**config.mk**
```make
export PLATFORM = sky130hd
export DESIGN_NAME = theta_cascade_engine
export DESIGN_NICKNAME = d
export VERILOG_FILES = /design/src/rtl/theta_pkg.sv /design/src/rtl/theta_cascade_engine.sv
export SDC_FILE = /design/constraint.sdc
export NUM_CORES = 1
export LEC_CHECK = 0
export ABC_CLOCK_PERIOD_IN_PS = 12800
export CAP_MARGIN = 5
export CORE_MARGIN = 10
export CORE_UTILIZATION = 49
export DETAILED_ROUTE_END_ITERATION = 6
export GPL_ROUTABILITY_DRIVEN = 0
export PLACE_DENSITY = 0.87
export SETUP_SLACK_MARGIN = 0.15
export SYNTH_ARGS = -nofsm -noshare
export SYNTH_HDL_FRONTEND = slang
export SYNTH_SLANG_ARGS = --single-unit
```
**constraint.sdc**
```tcl
create_clock -name clk -period 12.8 [get_ports clk]
set_input_delay 1.92 -clock clk [delete_from_list [all_inputs] [get_ports clk]]
set_output_delay 1.92 -clock clk [all_outputs]
set_load 0.01 [all_outputs]
```
**src/rtl/theta_pkg.sv**
```systemverilog
// rtl/theta_pkg.sv - shared types and helpers for the theta cascade engine
package theta_pkg;

  typedef enum logic [2:0] {
    S_IDLE  = 3'd0,
    S_LOAD  = 3'd1,
    S_CRST  = 3'd2,
    S_RUN   = 3'd3,
    S_STORE = 3'd4,
    S_DONE  = 3'd5
  } state_t;

  function automatic int ndim_width(input int n);
    return $clog2(n + 1);
  endfunction

  function automatic longint angle_pi(input int aw);
    return longint'(1) << (aw - 1);
  endfunction

  function automatic int elem_lsb(input int k, input int dw);
    return k * dw;
  endfunction

endpackage

```
**src/rtl/theta_cascade_engine.sv**
```systemverilog
// rtl/theta_cascade_engine.sv - N-D vector to hyperspherical angles via a shared external CORDIC core
// Optional CORDIC watchdog: define THETA_CORDIC_TIMEOUT_EN.
module theta_cascade_engine
  import theta_pkg::*;
#(
  parameter int DATA_WIDTH     = 16,
  parameter int ANGLE_WIDTH    = 16,
  parameter int N_DIM          = 8,
  parameter int NDIM_W         = ndim_width(N_DIM),
  parameter int CORDIC_TIMEOUT = 64
) (
  input  logic                               clk,
  input  logic                               reset,
  input  logic                               in_valid,
  output logic                               in_ready,
  input  logic [DATA_WIDTH*N_DIM-1:0]        w_in_flat,
  input  logic [NDIM_W-1:0]                  n_dim_in,
  output logic                               out_valid,
  input  logic                               out_ready,
  output logic [ANGLE_WIDTH*(N_DIM-1)-1:0]   theta_out,
  output logic [DATA_WIDTH-1:0]              mag_out,
  output logic                               err_out,
  output logic                               busy,
  output logic [DATA_WIDTH-1:0]              cordic_xin,
  output logic [DATA_WIDTH-1:0]              cordic_yin,
  output logic                               cordic_en,
  output logic                               cordic_nrst,
  input  logic [DATA_WIDTH-1:0]              cordic_xout,
  input  logic [ANGLE_WIDTH-1:0]             cordic_angle_out,
  input  logic                               cordic_op_vld
);

  state_t                             r_state, w_next;
  logic [DATA_WIDTH*N_DIM-1:0]        r_w;
  logic [NDIM_W-1:0]                  r_n;
  logic [NDIM_W-1:0]                  r_k;
  logic [DATA_WIDTH-1:0]              r_x_acc;
  logic [ANGLE_WIDTH*(N_DIM-1)-1:0]   r_theta;
  logic [DATA_WIDTH-1:0]              r_mag;
  logic                               r_err;
  logic [DATA_WIDTH-1:0]              w_y;
  logic                               w_bad;
  logic                               w_last;
  logic                               w_core_clr;
  logic                               w_tmo_hit;
  logic                               w_tmo_clr;

  assign w_bad  = (r_n < NDIM_W'(2)) || (r_n > NDIM_W'(N_DIM));
  assign w_last = (r_k + 1'b1) == (r_n - 1'b1);

  // Operand y for step k is element k+1 (w(k+2) in 1-based naming)
  always_comb begin
    w_y = '0;
    for (int j = 1; j < N_DIM; j++) begin
      if (r_k == NDIM_W'(j - 1)) w_y = r_w[elem_lsb(j, DATA_WIDTH) +: DATA_WIDTH];
    end
  end

`ifdef THETA_CORDIC_TIMEOUT_EN
  logic [$clog2(CORDIC_TIMEOUT+1)-1:0] r_tmo_cnt;
  logic                                r_tmo_clr;

  assign w_tmo_hit = (r_state == S_RUN) && !cordic_op_vld &&
                     (r_tmo_cnt == ($clog2(CORDIC_TIMEOUT+1))'(CORDIC_TIMEOUT - 1));
  assign w_tmo_clr = r_tmo_clr;

  always_ff @(posedge clk or posedge reset) begin
    if (reset) begin
      r_tmo_cnt <= '0;
      r_tmo_clr <= 1'b0;
    end else begin
      r_tmo_cnt <= (r_state == S_RUN) ? r_tmo_cnt + 1'b1 : '0;
      r_tmo_clr <= w_tmo_hit;
    end
  end
`else
  assign w_tmo_hit = 1'b0;
  assign w_tmo_clr = 1'b0;
`endif

  always_ff @(posedge clk or posedge reset) begin
    if (reset) r_state <= S_IDLE;
    else       r_state <= w_next;
  end

  always_comb begin
    w_next = r_state;
    case (r_state)
      S_IDLE:  if (in_valid) w_next = S_LOAD;
      S_LOAD:  w_next = w_bad ? S_DONE : S_CRST;
      S_CRST:  w_next = S_RUN;
      S_RUN: begin
        if (cordic_op_vld)  w_next = S_STORE;
        else if (w_tmo_hit) w_next = S_DONE;
      end
      S_STORE: w_next = w_last ? S_DONE : S_CRST;
      S_DONE:  if (out_ready) w_next = S_IDLE;
      default: w_next = S_IDLE;
    endcase
  end

  always_comb begin
    in_ready   = 1'b0;
    busy       = 1'b1;
    out_valid  = 1'b0;
    cordic_en  = 1'b0;
    cordic_xin = '0;
    cordic_yin = '0;
    w_core_clr = 1'b0;
    case (r_state)
      S_IDLE: begin
        in_ready = 1'b1;
        busy     = 1'b0;
      end
      S_CRST: begin
        w_core_clr = 1'b1;
        cordic_xin = r_x_acc;
        cordic_yin = w_y;
      end
      S_RUN: begin
        cordic_en  = 1'b1;
        cordic_xin = r_x_acc;
        cordic_yin = w_y;
      end
      S_DONE:  out_valid = 1'b1;
      default: ;
    endcase
  end

  assign cordic_nrst = ~reset & ~w_core_clr & ~w_tmo_clr;

  // Results persist through IDLE and are only cleared by the next LOAD
  always_ff @(posedge clk or posedge reset) begin
    if (reset) begin
      r_w     <= '0;
      r_n     <= '0;
      r_k     <= '0;
      r_x_acc <= '0;
      r_theta <= '0;
      r_mag   <= '0;
      r_err   <= 1'b0;
    end else begin
      case (r_state)
        S_IDLE: begin
          if (in_valid) begin
            r_w <= w_in_flat;
            r_n <= n_dim_in;
          end
        end
        S_LOAD: begin
          r_theta <= '0;
          r_mag   <= '0;
          r_err   <= w_bad;
          r_x_acc <= r_w[DATA_WIDTH-1:0];
          r_k     <= '0;
        end
        S_RUN: begin
          if (w_tmo_hit) r_err <= 1'b1;
        end
        S_STORE: begin
          for (int j = 0; j < N_DIM - 1; j++) begin
            if (r_k == NDIM_W'(j)) r_theta[j*ANGLE_WIDTH +: ANGLE_WIDTH] <= cordic_angle_out;
          end
          r_x_acc <= cordic_xout;
          r_k     <= r_k + 1'b1;
          if (w_last) r_mag <= cordic_xout;
        end
        default: ;
      endcase
    end
  end

  assign theta_out = r_theta;
  assign mag_out   = r_mag;
  assign err_out   = r_err;

endmodule

```
-- Word level (Yosys, flattened, before mapping)
Index checks and enable logic that the tools add are counted.
- bits in registers: 284
- input port bits: 169
- output and inout port bits: 166
- $add $sub $neg: 2
- order comparisons: 2
- equality and inequality tests: 23
- multiplexer cells: 32
- bitwise operators: 3
- reduce and logical (&&, ||, !) cells: 15
- operator list (operator ; count):
    $mux W16 ; 17
    $pmux W112 S2 ; 1
    $pmux W16 S2 ; 2
    $ne A2 B2 Y1 const B ; 11
    $pmux W3 S6 ; 1
    $reduce_and A2 Y1 ; 9
    $mux W3 ; 5
    $eq A4 B3 Y1 const B ; 3
    $eq A4 B2 Y1 const B ; 2
    $pmux W4 S2 ; 1
    $eq A3 B2 Y1 const B ; 2
    $eq A3 B3 Y1 const B ; 2
    $mux W1 ; 5
    $add A4 B1 Y4 const B ; 1
    $eq A4 B1 Y1 const B ; 1
    $eq A4 B4 Y1 ; 1
    $gt A4 B4 Y1 const B ; 1
    $logic_not A4 Y1 ; 1
    $lt A4 B2 Y1 const B ; 1
    $sub A4 B1 Y4 const B ; 1
    $eq A3 B1 Y1 const B ; 1
    $logic_not A3 Y1 ; 1
    $reduce_and A3 Y1 ; 1
    $not A1 Y1 ; 2
    4 further kinds ; 4

-- Depth between registers and ports, before layout
Gate-level depths: netlist of run 1.
- depth after elaboration: 9
- gate-level depth with buffers: 10

-- Worst setup path before layout of run 1
OpenSTA, ideal clock, no wires.
- path kind: input to output
- from: in reset
- to: out cordic_nrst
- data arrival time: 2119 ps
- data required time: 10880 ps
- path slack: 8761 ps
- cell stages on the path: 1
- path buffers: 0
- cells stage by stage: a21oi_1
- cells in the longest elaborated chain, start to end: 2
- ends and longest elaborated chain (item ; line ; text):
    from (decl) ; theta_cascade_engine.sv:13 ; input logic reset,
    $not A1 Y1 ; theta_cascade_engine.sv:130 ; assign cordic_nrst = ~reset & ~w_core_clr & ~w_tmo_clr;
    $and A1 B1 Y1 ; theta_cascade_engine.sv:130 ;
    to (decl) ; theta_cascade_engine.sv:27 ; output logic cordic_nrst,
Every way passes these cells.

-- Worst setup path in the final report of run 1
- from: reg r_k[1]
- to: out cordic_yin[8]
- cells in the longest elaborated chain, start to end: 9
- elaborated cells between the ends (all ways): 15
- ends and longest elaborated chain (item ; line ; text):
    from (decl) ; theta_cascade_engine.sv:36 ; logic [NDIM_W-1:0] r_k;
    from (signal assigned) ; theta_cascade_engine.sv:165 ; r_k <= r_k + 1'b1;
    $logic_not A4 Y1 ; theta_cascade_engine.sv:55 ; if (r_k == NDIM_W'(j - 1)) w_y = r_w[elem_lsb(j, DATA_WIDTH) +: DATA_WIDTH];
    $mux W16 (6 in a row) ; theta_cascade_engine.sv:55 ;
    $mux W16 (*) ; theta_cascade_engine.sv:55 ;
    $mux W16 (*) ; theta_cascade_engine.sv:110 ; case (r_state)
    to (decl) ; theta_cascade_engine.sv:25 ; output logic [DATA_WIDTH-1:0] cordic_yin,
Every way passes the cells marked *; elsewhere a longest branch is shown, timed or not.

==> results.yml, run 1 <==
outcome:
  status: "finished, final reports clean"
logic_synthesis:
  netlist.area_leader.share: 0.558
  ys_warn_count: 0
  synthesis.area_um2: 12700
  ys_top_cells_by_area: "dfrtp_1, nand2_1, mux2_1, o21ai_0, mux2_2"
  async_flop_share: 1.00
  ys.flop_type: "dfrtp_1"
  synth.distinct_cells: 48
  yosys.area.top_type: "dfrtp_1"
  synthCells: 1260
  yosys_register_bits: 284
  synth_nets: 1434
  synth_common_cells: "dfrtp_1, nand2_1, o21ai_0"
  synth.avg_cell_area_um2: 10.1
  synth_edf_count: 0
  seq_area_frac_synth: 0.558
  yosysMostFrequentCell: "dfrtp_1"
setup_path:
  cp_data_arrival_time_ns: 4.36
  crit_path_top_delay_cell: "ha_1"
  regToRegStartpoint: "r_k[1]$_DFFE_PP0P_"
  crit_type: "flop to output pin"
  r2r_setup_slack_ns: 9.24
  end_kind: "output pin"
  start_kind: "flop"
  crit_path_frequent_cell: "inv_1"
  crit_required_ns: 10.88
  max_stage_delay_ns: 1.05
  cp_cell_sequence: "inv_1 > ha_1 > inv_1 > nor2_1 > nand2_1 > a31oi_1 > clkdlybuf4s50_1"
  critPathMaxFanout: 36
  worstRegToRegCells: 8
  reg2reg_to: "theta_out[86]$_DFFE_PP0P_"
cts:
  root_buffer: "clkbuf_16"
  cts_tree: "built"
  cts_made_buffers: 29
  ctsResizeCount: 0
  cts_buffer_depth: 3
  postCtsHoldBufs: 0
  path_clk_slew_ns: 0.07
  cts_setup_buffers: 0
  cts.sinks: 284
  clk_latency_ns: 0.56
  htreeDepth: 1
placed_design:
  port_buffers: 334
  hpwl_mm: 30.2
  pre_cts_ws_ns: 7.20
finish:
  final.fill_count: 1864
  layout-drive-gt1-share: 0.0826
  area_growth_pct: 34.2
  diodes: 0
  nets: 1716
floorplan:
  num_io_pins: 335
  core_um2: 25400
  fp.dieH_um: 181
  fp-row-count: 58
  initial_core_util: 0.502
  die_w_um: 181
  dieArea_um2: 32900
timing:
  final_hold_viol_count: 0
  fin_crit_ns: 6.28
  fmax_mhz: 159
  rsz0062_at_grt: "false"
  skew_ns: 0.0256
  worst_pin_slew_ns: 1.34
  fin_ws_ns: 6.52
  finalSetupTns_ns: 0
  finalCritPeriodShare: 0.491
  setup_violations: 0
  relSlewSlack: 0.109
  final_max_slew_viol_count: 0
drt:
  routed_wl_mm: 42.2
  antenna_left: 0
  drt_iter0_markers: 1164
  dr.pass1.iters: 5
  viasPerCell: 5.72
  routedWlPerCell_um: 22.3
  via_count: 10800
  drc: 0
grt:
  overflow: 0
  grt_pass1_wl_mm: 64.8
  antenna_found_initial: 1
  grt_pass1_vias: 10900
  grt_max_degree: 135
  grt.total_usage: 0.247
power:
  irDropWorstVdd_mv: 0.153
  power.density_nw_per_um2: 210
  p_total_mw: 3.59
  p_leak_nw: 7.27
min_path:
  min_from: "r_w[121]$_DFFE_PP0P_"
  hold_path_class: "flop to flop"
  hold_end: "r_w[121]$_DFFE_PP0P_"
  whs_path_depth: 1
flow_run:
  maxCapViolations: 0
worst max path at each step:
stage	to	slack [ns]	cells after the start	start
after floorplan	err_out$_DFFE_PP0P_	3.04	1	reset
after global placement	cordic_yin[15]	7.19	7	r_k[1]$_DFFE_PP0P_
after detailed placement	cordic_yin[15]	7.20	7	r_k[1]$_DFFE_PP0P_
after CTS	cordic_yin[8]	6.58	7	r_k[1]$_DFFE_PP0P_
after global routing	cordic_yin[11]	6.27	7	r_k[1]$_DFFE_PP0P_
final	cordic_yin[8]	6.52	7	r_k[1]$_DFFE_PP0P_
logic make-up after synthesis:
logic type / after synthesis / synth area share
AO/OA/AOI/OAI: 308 / 0.135
flip-flops: 284 / 0.558
buffers and inverters: 155 / 0.0562
multiplexers: 129 / 0.112
AND/OR/NAND/NOR: 371 / 0.129
XOR/XNOR: 8 / 0.00550
adder cells (fa/ha/maj): 5 / 0.00491
where the power goes:
group | switching [mW] | internal [mW] | total (mW)
Clock | 0.357 | 0.488 | 0.844
Combinational | 0.688 | 0.645 | 1.33
Sequential | 0.212 | 1.20 | 1.41
Total | 1.26 | 2.33 | 3.59
critical path: cells and delay by family, from the launching register on:
kind,cells,cell delay (ns)
AND/OR/NAND/NOR,2,1.09
adder cells (fa/ha/maj),1,1.05
buffers and inverters,3,1.00
flip-flops,1,0.43
AO/OA/AOI/OAI,1,0.22
final cells by class:
cell class / count / area, µm² / area share
sequential: 284 / 7110 / 0.416
multi-input combinational: 821 / 4960 / 0.290
timing repair buffer: 347 / 3460 / 0.202
clock buffer: 38 / 779 / 0.0456
tap: 330 / 413 / 0.0241
inverter: 59 / 229 / 0.0134
clock inverter: 12 / 150 / 0.00878
routing by layer:
layer / vias to the layer above / part of all wire / wire length [µm] / global-route usage
met5: - / 0.00021 / 9 / 0
met4: 2 / 0.041 / 1720 / 0.0879
met3: 102 / 0.11 / 4740 / 0.0789
met2: 628 / 0.48 / 20400 / 0.414
met1: 5276 / 0.36 / 15400 / 0.291
li1: 4813 / - / - / -
state kept, by name, summed over array words and instances, names as in the netlist:
name and count:
theta_out 112, err_out 1, r_x_acc 16, r_state 3, r_n 4, r_k 4
mag_out 16, r_w 128
per-stage QoR:
| step | hold WS [ns] | instances | util | area, µm² |
|---|---|---|---|---|
| finish | 0.489 | 1891 | 0.673 | 17100 |
| detailed placement | 0.472 | 1840 | 0.636 | 16100 |
| global placement | 0.464 | 1840 | 0.636 | 16100 |
| floorplan | 0.453 | 1260 | - | 12700 |
| global route | 0.507 | 1891 | 0.673 | 17100 |
| CTS | 0.487 | 1890 | 0.672 | 17100 |
cell usage in the layout, fill, tap and decap left out, types with 2 or more instances in the layout:
master and n:
clkdlybuf4s50_1 334, dfrtp_1 284, nand2_1 254, o21ai_0 130, mux2_1 62, inv_1 55, a21oi_1 55, o21ai_1 53
mux2_2 51, nand3_1 34, a31oi_1 33, clkbuf_16 29, o2bb2ai_1 28, nor2_1 21, and2_1 17, mux2i_1 16
nor2b_1 15, buf_4 12, clkbuf_1 7, nor3_2 6, xnor2_1 5, ha_1 5, nand2b_1 4, clkinv_2 4
inv_2 3, xor2_1 3, bufinv_16 3, clkinvlp_4 3, nor4b_4 2, nor3_1 2, a211oi_1 2, clkbuf_8 2
Note: power is estimated with default switching activity, not from simulation.
==> run 2: changes to the inputs <==
--- a/config.mk
+++ b/config.mk
@@ -5,7 +5,7 @@
 export SDC_FILE = /design/constraint.sdc
 export NUM_CORES = 1
 export LEC_CHECK = 0
-export ABC_CLOCK_PERIOD_IN_PS = 12800
+export ABC_CLOCK_PERIOD_IN_PS = 6400
 export CAP_MARGIN = 5
 export CORE_MARGIN = 10
 export CORE_UTILIZATION = 49
==> constraint.sdc (replaced) <==
create_clock -name clk -period 6.4 [get_ports clk]
set_input_delay 0.96 -clock clk [delete_from_list [all_inputs] [get_ports clk]]
set_output_delay 0.96 -clock clk [all_outputs]
set_load 0.01 [all_outputs]
==> results.yml, run 2 (synthesis gave the netlist of run 1 again) <==
setup_path:
  crit_required_ns: 5.44
  critPathMaxFanout: 36
  cp_data_arrival_time_ns: 4.17
  end_kind: "output pin"
  crit_type: "flop to output pin"
  start_kind: "flop"
flow_run:
  maxCapViolations: 0
floorplan:
  dieArea_um2: 32900
  fp.dieH_um: 181
  num_io_pins: 335
  initial_core_util: 0.502
  fp-row-count: 58
  core_um2: 25400
  die_w_um: 181
timing:
  fin_crit_ns: 5.13
  setup_violations: 0
  relSlewSlack: 0.158
  fmax_mhz: 195
  worst_pin_slew_ns: 1.26
  rsz0062_at_grt: "false"
  skew_ns: 0.0231
  final_hold_viol_count: 0
  finalSetupTns_ns: 0
  final_max_slew_viol_count: 0
  finalCritPeriodShare: 0.802
cts:
  clk_latency_ns: 0.56
  cts_tree: "built"
  path_clk_slew_ns: 0.06
  ctsResizeCount: 0
  htreeDepth: 1
  cts_made_buffers: 30
  cts_buffer_depth: 3
  cts_setup_buffers: 0
  root_buffer: "clkbuf_16"
  postCtsHoldBufs: 0
  cts.sinks: 284
drt:
  drt_iter0_markers: 1435
  routedLengthMet1_mm: 16.0
  via_count: 10900
  routed_wl_mm: 41.9
  route.met2.wl_mm: 19.6
  viasPerCell: 5.72
  wl_met3_mm: 4.05
  antenna_left: 0
  top_layer: "met4"
  routedWlPerCell_um: 22.1
  drc: 0
  dr.pass1.iters: 5
finish:
  nets: 1719
  layout-drive-gt1-share: 0.0899
  largest_reg_flops: 128
  final_common_cell: "clkdlybuf4s50_1"
  mostFrequentLayoutCells: "clkdlybuf4s50_1, dfrtp_1, nand2_1"
  diodes: 0
  fin_util: 0.683
  area_growth_pct: 36.2
  final.fill_count: 1807
  largest_register: "r_w"
power:
  p_sw_frac: 0.337
  p_leak_nw: 7.40
  internal_power_mw: 4.98
  clock_power_share: 0.271
  irDropWorstVdd_mv: 0.305
  power.density_nw_per_um2: 433
  p_switching_mw: 2.54
  p_seq_frac: 0.374
  comb_power_share: 0.355
placed_design:
  port_buffers: 334
  hpwl_mm: 30.3
outcome:
  status: "finished, final reports clean"
grt:
  grt_max_degree: 135
  grt_pass1_vias: 10900
  grt.total_usage: 0.243
  overflow: 0
  antenna_found_initial: 0
  grt_pass1_wl_mm: 64.0
min_path:
  hold_path_class: "flop to flop"
## run 2: cell count changes in the layout (fill, tap and decap cells not counted)
cell       change
buf_16         -1
clkbuf_1       -4
clkbuf_16      +2
inv_6          -1
clkinv_2       +1
buf_12         +1
clkbuf_8       +3
bufinv_16      +6
inv_8          -1
buf_4          +1
buf_8          +1
## run 2: final timing paths
check / cells past startpoint / from / end / slack [ns]
hold / removal: 1 / r_w[120]$_DFFE_PP0P_ / r_w[120]$_DFFE_PP0P_ / 0.48
setup reg to reg: 8 / r_k[1]$_DFFE_PP0P_ / theta_out[83]$_DFFE_PP0P_ / 3.20
hold reg to reg: 1 / r_w[120]$_DFFE_PP0P_ / r_w[120]$_DFFE_PP0P_ / 0.48
setup / recovery: 6 / r_k[0]$_DFFE_PP0P_ / cordic_yin[3] / 1.27
max in group asynchronous: 3 / reset / r_w[61]$_DFFE_PP0P_ / 4.27
min in group asynchronous: 2 / reset / r_x_acc[5]$_DFFE_PP0P_ / 0.82
## run 2: layout make-up
cell class | count | area (µm²) | share of cell area
sequential | 284 | 7110 | 0.409
multi-input combinational | 821 | 4960 | 0.286
timing repair buffer | 349 | 3480 | 0.200
clock buffer | 39 | 856 | 0.0493
tap | 330 | 413 | 0.0238
clock inverter | 17 | 319 | 0.0184
inverter | 59 | 225 | 0.0130
## run 2: stage by stage
stage                     total power, mW  hold WS (ns)  cell area (µm²)  setup slack [ns]  cells
final                                7.51         0.481            17400              1.27   1899
after global routing                 7.88         0.494            17400              1.09   1899
after CTS                            7.51         0.484            17300              1.06   1898
after detailed placement             5.44         0.469            16200              1.73   1842
after global placement               5.32         0.462            16200              1.81   1842
after floorplan                      4.33         0.453            12700              1.68   1260
## run 2: power by group through the flow
stage | Sequential (mW) | Clock (mW) | Combinational [mW]
2_1_floorplan | 2.69 | 0 | 1.64
4_1_cts | 2.80 | 2.06 | 2.65
3_5_place_dp | 2.82 | 0 | 2.62
5_1_grt | 2.86 | 2.13 | 2.89
6_report | 2.81 | 2.04 | 2.67
3_3_place_gp | 2.79 | 0 | 2.53
## run 2: routing by layer
metal / GRT usage / vias to the layer above
li1: - / 4848
met2: 0.391 / 657
met5: 0 / -
met1: 0.299 / 5234
met3: 0.0623 / 125
met4: 0.117 / 0
## run 2: critical path: stages, from the launching register on
cell and delay, ns:
dfrtp_1 0.47, inv_1 0.13, ha_1 0.97, nand2_1 0.90, o21ai_0 0.45, a31oi_1 0.13
clkdlybuf4s50_1 0.57
==> run 3: changes to the inputs <==
--- a/config.mk
+++ b/config.mk
@@ -5,13 +5,13 @@
 export SDC_FILE = /design/constraint.sdc
 export NUM_CORES = 1
 export LEC_CHECK = 0
-export ABC_CLOCK_PERIOD_IN_PS = 6400
+export ABC_CLOCK_PERIOD_IN_PS = 4500
 export CAP_MARGIN = 5
 export CORE_MARGIN = 10
-export CORE_UTILIZATION = 49
+export CORE_UTILIZATION = 44
 export DETAILED_ROUTE_END_ITERATION = 6
 export GPL_ROUTABILITY_DRIVEN = 0
-export PLACE_DENSITY = 0.87
+export PLACE_DENSITY = 0.83
 export SETUP_SLACK_MARGIN = 0.15
 export SYNTH_ARGS = -nofsm -noshare
 export SYNTH_HDL_FRONTEND = slang
==> constraint.sdc (replaced) <==
create_clock -name clk -period 4.5 [get_ports clk]
set_input_delay 0.675 -clock clk [delete_from_list [all_inputs] [get_ports clk]]
set_output_delay 0.675 -clock clk [all_outputs]
set_load 0.01 [all_outputs]
==> results.yml, run 3 (synthesis gave the netlist of run 1 again) <==
outcome:
  status: "finished, final reports clean"
cts:
  clk_latency_ns: 0.56
  cts_buffer_depth: 3
  root_buffer: "clkbuf_16"
  cts.sinks: 284
  cts_made_buffers: 30
  cts_tree: "built"
  htreeDepth: 1
  postCtsHoldBufs: 0
  path_clk_slew_ns: 0.06
setup_path:
  cp.buffers_inverters: 1
  crit_path_top_delay_cell: "dfrtp_1"
  cp_data_arrival_time_ns: 3.51
  cp_cell_sequence: "nor2b_1 > nand2_1 > o21ai_0 > a31oi_1 > clkdlybuf4s50_1"
  cp-startpoint: "r_k[3]$_DFFE_PP0P_"
  reg2reg_to: "theta_out[32]$_DFFE_PP0P_"
  max_stage_delay_ns: 1.02
  r2r_setup_slack_ns: 1.54
  crit_required_ns: 3.83
  end_kind: "output pin"
  critical-path-top-delay-family: "flip-flops"
  regToRegStartpoint: "r_k[3]$_DFFE_PP0P_"
  cp.depth: 5
  worstRegToRegCells: 3
  start_kind: "flop"
  endpoint: "cordic_yin[4]"
  crit_type: "flop to output pin"
  critPathMaxFanout: 31
timing:
  finalCritPeriodShare: 0.929
  skew_ns: 0.0167
  final_max_slew_viol_count: 0
  finalSetupTns_ns: 0
  fin_ws_ns: 0.319
  setup_violations: 0
  final_hold_viol_count: 0
  rsz0062_at_grt: "false"
  fin_crit_ns: 4.18
  fmax_mhz: 239
  worst_pin_slew_ns: 1.19
  relSlewSlack: 0.205
drt:
  drt_iter0_markers: 1069
  routedWlPerCell_um: 21.3
  antenna_left: 0
  via_count: 10700
  viasPerCell: 5.45
  dr.pass1.iters: 7
  routed_wl_mm: 41.7
  drc: 0
flow_run:
  maxCapViolations: 0
finish:
  final_common_cell: "clkdlybuf4s50_1"
  multi_input_area_um2: 4960
  largest_register: "r_w"
  area_growth_pct: 35.8
  final.fill_count: 2241
  largest_reg_flops: 128
  layout-drive-gt1-share: 0.0914
  mostFrequentLayoutCells: "clkdlybuf4s50_1, dfrtp_1, nand2_1"
  seqCellArea_um2: 7110
  nets: 1728
floorplan:
  initial_core_util: 0.445
  core_um2: 28600
  dieArea_um2: 36200
  fp.dieH_um: 190
  die_w_um: 190
  fp-row-count: 62
  num_io_pins: 335
power:
  p_leak_nw: 7.35
  power.density_nw_per_um2: 590
  irDropWorstVdd_mv: 0.349
grt:
  grt.total_usage: 0.223
  overflow: 0
  antenna_found_initial: 2
  grt_max_degree: 143
  grt_pass1_wl_mm: 63.8
  grt_pass1_vias: 10900
placed_design:
  hpwl_mm: 30.6
  pre_cts_ws_ns: 0.724
  port_buffers: 334
min_path:
  hold_path_class: "flop to flop"
  min_from: "r_w[123]$_DFFE_PP0P_"
## run 3: power breakdown
part | switching [mW] | internal (mW) | total [mW]
clock | 1.01 | 1.38 | 2.39
combinational | 1.94 | 1.87 | 3.80
sequential | 0.613 | 3.41 | 4.02
total | 3.56 | 6.66 | 10.2
## run 3: area by class of cell
type	instances	area share
Antenna cell	1	0.000145
Clock buffer	44	0.0499
Clock inverter	10	0.00528
Inverter	59	0.0130
Multi-Input combinational cell	821	0.287
Sequential cell	284	0.411
Tap cell	384	0.0278
Timing Repair Buffer	358	0.206
## run 3: worst register-to-register path, stage by stage, from the launching register on
cell     delay (ns)
dfrtp_1        0.75
nor2_1         0.79
and3_1         0.98
o21ai_0        0.26
## run 3: worst min path at each step
stage,cells past startpoint,slack (ns),to
after floorplan,1,0.45,r_w[117]$_DFFE_PP0P_
after global placement,2,0.46,err_out$_DFFE_PP0P_
after detailed placement,1,0.47,r_w[120]$_DFFE_PP0P_
after CTS,1,0.49,r_w[123]$_DFFE_PP0P_
after global routing,1,0.50,r_w[15]$_DFFE_PP0P_
final,1,0.48,r_w[123]$_DFFE_PP0P_
## run 3: repair_timing
| item | CTS | global route |
|---|---|---|
| setup buffers | 3 | 0 |
| gates resized for setup | 0 | 2 |
| setup endpoints to repair | 3 | 13 |
## run 3: metrics by stage
stage	instances	total power, mW	hold WS (ns)	cell area (µm²)	utilization
2_1_floorplan	1260	6.16	0.453	12700	-
3_3_place_gp	1903	7.64	0.464	16300	0.570
3_5_place_dp	1903	7.77	0.474	16300	0.570
4_1_cts	1960	10.2	0.487	17300	0.604
5_1_grt	1960	10.7	0.502	17300	0.604
6_report	1961	10.2	0.485	17300	0.605
## run 3: routing by layer
layer,GRT usage,vias up,share of wire
li1,-,4857,-
met1,0.276,5097,0.39
met2,0.373,614,0.47
met3,0.0533,111,0.10
met4,0.0809,4,0.037
met5,0,-,0.00065
